`config.mk`:
```
export PLATFORM = sky130hd
export DESIGN_NAME = mclk_freq_monitor
export DESIGN_NICKNAME = d
export VERILOG_FILES = /design/src/rtl/mclk_freq_monitor.sv
export SDC_FILE = /design/constraint.sdc
export NUM_CORES = 1
export LEC_CHECK = 0
export BUFFER_PORTS_ARGS = -buffer_cell sky130_fd_sc_hd__clkbuf_2
export CORE_ASPECT_RATIO = 0.8
export CORE_MARGIN = 2
export CORE_UTILIZATION = 45
export CTS_BUF_LIST = sky130_fd_sc_hd__clkbuf_8
export DETAILED_ROUTE_END_ITERATION = 8
export GPL_ROUTABILITY_DRIVEN = 0
export PLACE_DENSITY = 0.76
export SETUP_SLACK_MARGIN = 0.02
export SLEW_MARGIN = 20
export SYNTH_ARGS = -nofsm -noshare
export SYNTH_HDL_FRONTEND = slang
export SYNTH_SLANG_ARGS = --single-unit
```
`constraint.sdc`:
```
create_clock -name CLK -period 1.8 [get_ports CLK]
set_input_delay 0.18 -clock CLK [delete_from_list [all_inputs] [get_ports CLK]]
set_output_delay 0.18 -clock CLK [all_outputs]
set_load 0.05 [all_outputs]
```
`src/rtl/mclk_freq_monitor.sv`:
```
// rtl/mclk_freq_monitor.sv - ADC master clock frequency monitor
//
// Counts rising edges of MON_CLK over windows of WINDOW_CYCLES reference
// clocks. After each window it reports the count, whether the count is within
// [MIN_COUNT, MAX_COUNT], a lock indication and a sticky loss-of-lock fault.
//
// Optional build macro: MCLK_MON_IRQ_EN adds the IRQ output.
//
// Ports:
//   CLK            in   reference clock (fabric clock)
//   FABRIC_RESET_N in   asynchronous active-low reset
//   EN             in   monitor enable (level)
//   MON_CLK        in   monitored clock, asynchronous to CLK (must be < CLK/2)
//   CLEAR_FAULT    in   single-cycle pulse, clears FAULT (and IRQ)
//   COUNT          out  edge count of the last completed window
//   VALID          out  one-cycle pulse when COUNT/IN_RANGE update
//   IN_RANGE       out  last window count within [MIN_COUNT, MAX_COUNT]
//   LOCKED         out  LOCK_WINDOWS consecutive in-range windows seen
//   FAULT          out  sticky: out-of-range window occurred while LOCKED
//   IRQ            out  (MCLK_MON_IRQ_EN only) LOCKED changed; held until CLEAR_FAULT
module mclk_freq_monitor #(
  parameter int WINDOW_CYCLES = 10000,
  parameter int MIN_COUNT     = 973,
  parameter int MAX_COUNT     = 993,
  parameter int LOCK_WINDOWS  = 4,
  parameter int CNT_W         = 16
) (
  input  logic             CLK,
  input  logic             FABRIC_RESET_N,
  input  logic             EN,
  input  logic             MON_CLK,
  input  logic             CLEAR_FAULT,
  output logic [CNT_W-1:0] COUNT,
  output logic             VALID,
  output logic             IN_RANGE,
  output logic             LOCKED,
  output logic             FAULT
`ifdef MCLK_MON_IRQ_EN
  ,
  output logic             IRQ
`endif
);

  localparam int WIN_W  = (WINDOW_CYCLES > 2) ? $clog2(WINDOW_CYCLES) : 1;
  localparam int GOOD_W = $clog2(LOCK_WINDOWS + 1);

  localparam logic [WIN_W-1:0]  WIN_LAST  = WIN_W'(WINDOW_CYCLES - 1);
  localparam logic [CNT_W-1:0]  CNT_MAX   = '1;
  localparam logic [CNT_W-1:0]  MIN_C     = CNT_W'(MIN_COUNT);
  localparam logic [CNT_W-1:0]  MAX_C     = CNT_W'(MAX_COUNT);
  localparam logic [GOOD_W-1:0] GOOD_LOCK = GOOD_W'(LOCK_WINDOWS);

  typedef enum logic [1:0] {
    IDLE    = 2'd0,
    MEASURE = 2'd1,
    EVAL    = 2'd2
  } state_t;

  state_t            state;
  logic              sync1, sync2, sync3;
  logic              edge_q;
  logic [WIN_W-1:0]  win_cnt;
  logic [CNT_W-1:0]  edge_cnt;
  logic [GOOD_W-1:0] good_cnt;

  logic              cnt_in_range;
  logic [GOOD_W-1:0] good_inc;
  logic [CNT_W-1:0]  edge_cnt_inc;
  logic              eval_now;
  logic              fault_set;
  logic              lock_rise;
  logic              lock_fall;

  // Two-flop synchronizer followed by a registered rising-edge detector: an
  // edge sampled at cycle n is counted by the edge counter at cycle n+3.
  always_ff @(posedge CLK or negedge FABRIC_RESET_N) begin
    if (!FABRIC_RESET_N) begin
      sync1  <= 1'b0;
      sync2  <= 1'b0;
      sync3  <= 1'b0;
      edge_q <= 1'b0;
    end else begin
      sync1  <= MON_CLK;
      sync2  <= sync1;
      sync3  <= sync2;
      edge_q <= sync2 & ~sync3;
    end
  end

  always_comb begin
    cnt_in_range = (edge_cnt >= MIN_C) && (edge_cnt <= MAX_C);
    good_inc     = (good_cnt == GOOD_LOCK) ? GOOD_LOCK : good_cnt + GOOD_W'(1);
    edge_cnt_inc = (edge_q && (edge_cnt != CNT_MAX)) ? edge_cnt + CNT_W'(1) : edge_cnt;
    // EN low overrides everything, including a pending evaluation.
    eval_now     = EN && (state == EVAL);
    fault_set    = eval_now && !cnt_in_range && LOCKED;
    lock_rise    = eval_now && cnt_in_range && (good_inc == GOOD_LOCK) && !LOCKED;
    lock_fall    = LOCKED && (!EN || (eval_now && !cnt_in_range));
  end

  always_ff @(posedge CLK or negedge FABRIC_RESET_N) begin
    if (!FABRIC_RESET_N) begin
      state    <= IDLE;
      win_cnt  <= '0;
      edge_cnt <= '0;
      good_cnt <= '0;
      COUNT    <= '0;
      VALID    <= 1'b0;
      IN_RANGE <= 1'b0;
      LOCKED   <= 1'b0;
      FAULT    <= 1'b0;
    end else begin
      VALID <= 1'b0;
      // A fault raised this cycle beats a simultaneous clear.
      FAULT <= fault_set | (FAULT & ~CLEAR_FAULT);

      if (!EN) begin
        state    <= IDLE;
        LOCKED   <= 1'b0;
        good_cnt <= '0;
      end else begin
        case (state)
          IDLE: begin
            state    <= MEASURE;
            win_cnt  <= '0;
            edge_cnt <= '0;
          end
          MEASURE: begin
            edge_cnt <= edge_cnt_inc;
            if (win_cnt == WIN_LAST) begin
              state <= EVAL;
            end else begin
              win_cnt <= win_cnt + WIN_W'(1);
            end
          end
          EVAL: begin
            COUNT    <= edge_cnt;
            IN_RANGE <= cnt_in_range;
            VALID    <= 1'b1;
            if (cnt_in_range) begin
              good_cnt <= good_inc;
              if (good_inc == GOOD_LOCK) begin
                LOCKED <= 1'b1;
              end
            end else begin
              good_cnt <= '0;
              LOCKED   <= 1'b0;
            end
            // Any edge detected during this cycle is intentionally dropped.
            state    <= MEASURE;
            win_cnt  <= '0;
            edge_cnt <= '0;
          end
          default: begin
            state <= IDLE;
          end
        endcase
      end
    end
  end

`ifdef MCLK_MON_IRQ_EN
  // Any LOCKED transition raises IRQ; a new event beats a simultaneous clear.
  always_ff @(posedge CLK or negedge FABRIC_RESET_N) begin
    if (!FABRIC_RESET_N) begin
      IRQ <= 1'b0;
    end else begin
      IRQ <= lock_rise | lock_fall | (IRQ & ~CLEAR_FAULT);
    end
  end
`else
  logic unused_irq_terms;
  assign unused_irq_terms = lock_rise ^ lock_fall;
`endif

endmodule
```
# [Word-level counts from Yosys, hierarchy flattened]
# Cells that the tools add are included.
[word_totals] regBits=59 in_bits=5 out_inout_bits=20 elab_cells=64
[classes] addsub=3 n_lt_le_gt_ge=2 n_eq_ne=11 n_mux=17 n_bitwise=5 reduce_logical=13
[op_table] cell="one-hot mux 16 bit (2 select lines)" n=1
[op_table] cell="one-hot mux 14 bit (2 select lines)" n=1
[op_table] cell="adder 16 x 1 -> 16 bit, second input constant" n=1
[op_table] cell="greater-or-equal comparator 16 x 10 -> 1 bit, second input constant" n=1
[op_table] cell="<= comparator 16 x 10 -> 1 bit, second input constant" n=1
[op_table] cell="2-to-1 mux 16 bit" n=1
[op_table] cell="inequality test 16 bit, second input constant" n=1
[op_table] cell="adder 14 x 1 -> 14 bit, second input constant" n=1
[op_table] cell="equality test 14 bit, second input constant" n=1
[op_table] cell="2-to-1 mux 14 bit" n=1
[op_table] cell="2-to-1 mux 3 bit" n=4
[op_table] cell="equality test 3 bit, second input constant" n=2
[op_table] cell="2-to-1 mux 1 bit" n=6
[op_table] cell="AND reduction 3 bit" n=2
[op_table] cell="logical AND 1 bit" n=5
[op_table] cell="2-to-1 mux 2 bit" n=2
[op_table] cell="inequality test 2 bit, second input constant" n=2
[op_table] cell="one-hot mux 2 bit (2 select lines)" n=1
[op_table] cell="AND reduction 2 bit" n=2
[op_table] cell="adder 3 x 1 -> 3 bit, second input constant" n=1
[op_table] cell="inequality test 3 x 2 -> 1 bit, second input constant" n=1
[op_table] cell="inequality test 3 bit, second input constant" n=1
[op_table] cell="bitwise AND 1 bit" n=2
[op_table] cell="equality test 2 x 1 -> 1 bit, second input constant" n=1
[op_table] cell="8 further kinds" n=9

# [Logic depth before layout (Yosys ltp)]
[logic_depth] word_depth=7 mapped_depth=7 mapped_depth_nobuf=7

# [Least setup slack after synthesis]
# OpenSTA, ideal clock, no wires.
[synth_path] path_type="flip-flop to flip-flop" startpoint="register edge_cnt[0]" endpoint="register edge_cnt[15]" setup_time_ns=0.140 arrival_time_ns=1.699 slack_ns=-0.039 stages_incl_launch_ff=7 path_buffers=1 synth_period_minus_slack_ns=1.839 cell_sequence="dfrtp_1 ha_1 and4_4 a211o_1 buf_6 o311ai_0 o41ai_1"
[synth_via] elab_chain_cells=4
[synth_lines] element="from (decl)" line_no="63" text="logic [CNT_W-1:0] edge_cnt;"
[synth_lines] element="from (signal assigned)" line_no="129" text="edge_cnt <= edge_cnt_inc;"
[synth_lines] element="parallel branches: the longest is 4 deep, another holds adder 16 x 1 -> 16 bit"
# Parallel ways; which one is timed is not known. The select of a mux whose other input is x is not followed.
# A chain may end at the register's enable or synchronous reset.

# [Worst setup path after layout]
[layout_path] startpoint="register edge_cnt[0]" endpoint="register edge_cnt[13]"
# Same word-level chain as after synthesis.

==> metrics.cfg <==
[sta]
tightest_slew_ps = 556
rsz0062_at_grt = yes
holdWs_ps = 103
worst_slack_ps = -24.7
finalCritPeriodShare_pct = 101
final-hold-violation-count = 0
setup_viol = 5
max_clock_freq_mhz = 548
period_needed_ps = 1820
slew_headroom_pct = 63.0
finalClockSkew_ps = 17.7
final_max_slew_viol_count = 0

[logic_synthesis]
synthArstFlopShare_pct = 100
ys_ff_latch = 59
synth_area_mm2 = 0.00290
synth_nets = 292
synth_flop_cell = dfrtp_1
synth.distinct_cells = 53
synth.avg_cell_area_um2 = 10.3
syn_inst = 281
seq_area_frac_synth_pct = 51.0
ys.warnings.count = 0
synth_edf_count = 0

[route]
num_vias = 2442
post_drt_via_cell_ratio = 5.54
drtPass1Iterations = 4
ant_nets = 0
initialDrtViolationCount = 116
drt-wirelength-per-cell_um = 16.3
routed_wl_um = 7170
drc = 0

[place]
dp_hpwl_um = 4740
port_buffers = 24

[grt]
grt-ovfl-total = 0
grt_max_degree = 25
antenna_found_initial = 0
grt_use_total_pct = 20.3
grt_pass1_vias = 2388
grt_pass1_wl_um = 10900

[clock_tree]
clock_sinks = 59
clockBufferDepth = 2
clk_pin_slew_ps = 80
clk_latency_ps = 350
cts_buffers = 9
cts_tree = done
htreeDepth = 3
root_buffer = clkbuf_8

[layout]
final_common_cell = dfrtp_1
fillers = 494
syn2layout_area_growth_pct = 34.7
drive_gt1_share_pct = 38.9
fin_nets = 363
antenna_cells = 0
final_core_util_pct = 61.8
final_cell_mix = dfrtp_1, buf_4, nand2_1

[hold_path]
min_path_cells = 3
hold_class = input port to flip-flop

[pwr]
ir_drop_v = 0.000344
power_leakage_nw = 1.79
power.density_mw_per_mm2 = 797

[setup_path]
crit_chain = ha_4, and4_4, a211o_4, or4_1, a21oi_1
critical_path_class = flip-flop to flip-flop
path_delay_family = simple AND/OR/NAND/NOR gates
critPathMaxFanout = 8
startpoint_type = flip-flop
cp_num_cells = 5
slowest_stage = dfrtp_2
max_stage_delay_ps = 460
end_kind = flip-flop
critical_path_required_ps = 2060
crit_buf_inv = 0
r2r_cells = 5
critPathArrivalTime_ps = 2090

[floorplan]
io_pins = 25
core-area_mm2 = 0.00631
rows = 26
dieArea_mm2 = 0.00710
fp.dieW_um = 93.7
start_util_pct = 45.9
fp.dieH_um = 75.8

[run_status]
violations = setup timing
status = finished with violations

[run]
maxCapViolations = 0

## sequential cells by signal, indices dropped and copies added (netlist names), 2 cells and up
name      cells
good_cnt      3
edge_cnt     16
win_cnt      14
COUNT        16
state         2
## synth_stat cells, types with 3 or more instances
cell      count  area share, %
a21oi_1      13            2.2
and3_1        6            1.3
clkbuf_1      7           0.91
dfrtp_1      59             51
ha_1          6            2.6
inv_1        13            1.7
mux2_2       14            5.4
nand2_1      26            3.4
nand3_1      11            1.9
nand4_1       6            1.3
nor2_1       24            3.1
nor2b_1       4           0.86
nor3_1        8            1.4
o21ai_0      11            1.9
o221ai_1      3           0.91
o41ai_1       3           0.91
or3_1         6            1.3
xnor2_1      12            3.6
xor2_1        4            1.2
## through the flow
step           std cells  power, mW  area, µm²  setup TNS [ps]  setup slack (ps)
2_1_floorplan        281       1.46       2900               0              25.0
3_3_place_gp         418       1.54       3390           -12.8             -12.8
4_1_cts              439       3.12       3750           -16.7             -16.7
6_report             441       3.11       3900           -79.3             -24.7
5_1_grt              441       3.21       3900            -349             -76.2
3_5_place_dp         418       1.55       3390            -297             -69.2
## cell type report
| cell class | instances | area, µm² | area share (%) |
|---|---|---|---|
| Multi-Input combinational cell | 198 | 1490 | 38.2 |
| Sequential cell | 59 | 1480 | 38.0 |
| Timing Repair Buffer | 71 | 514 | 13.2 |
| Clock buffer | 12 | 165 | 4.23 |
| Tap cell | 84 | 105 | 2.69 |
| Clock inverter | 4 | 95.1 | 2.44 |
| Inverter | 13 | 48.8 | 1.25 |
## cells by family after synthesis
logic type / Yosys count / share of synthesized area [%]
fa+ha+maj: 6 / 2.59
flops: 59 / 51.0
compound gates: 48 / 11.1
xor+xnor: 16 / 4.84
buf+inv: 24 / 3.72
simple gates: 114 / 21.4
mux: 14 / 5.44
## power breakdown
| part | total, mW | switching, mW | internal [mW] |
|---|---|---|---|
| combinational | 0.175 | 0.106 | 0.0686 |
| sequential | 1.37 | 0.0212 | 1.35 |
| clock | 1.56 | 0.534 | 1.03 |
## worst paths after layout
check | end | startpoint | slack [ps]
max in group asynchronous | win_cnt[3] | FABRIC_RESET_N | 900
hold reg to reg | sync2 | sync1 | 350
setup reg to reg | edge_cnt[13] | edge_cnt[0] | -20
min in group asynchronous | COUNT[13] | FABRIC_RESET_N | 360
setup / recovery | edge_cnt[13] | edge_cnt[0] | -20
hold / removal | FAULT | CLEAR_FAULT | 100
## worst min-delay path, cell delays in order
cell and delay (ps):
clkbuf_2 80, inv_1 40, a32o_1 110
## metal layers
metal | track usage [%] | wire length (µm)
met1 | 23.4 | 3080
met2 | 37.0 | 3750
met3 | 6.33 | 241
met4 | 5.80 | 110
met5 | 0 | 0
## what timing repair did
item | CTS | global route
buffers inserted | 3 | 2
hold buffers | 2 | 0
resized for setup | 13 | 31
pin swaps | 8 | 16
endpoints found under the hold margin | 19 | 0
endpoints found under the setup margin | 12 | 27
Power figures use the tool's default switching activity.
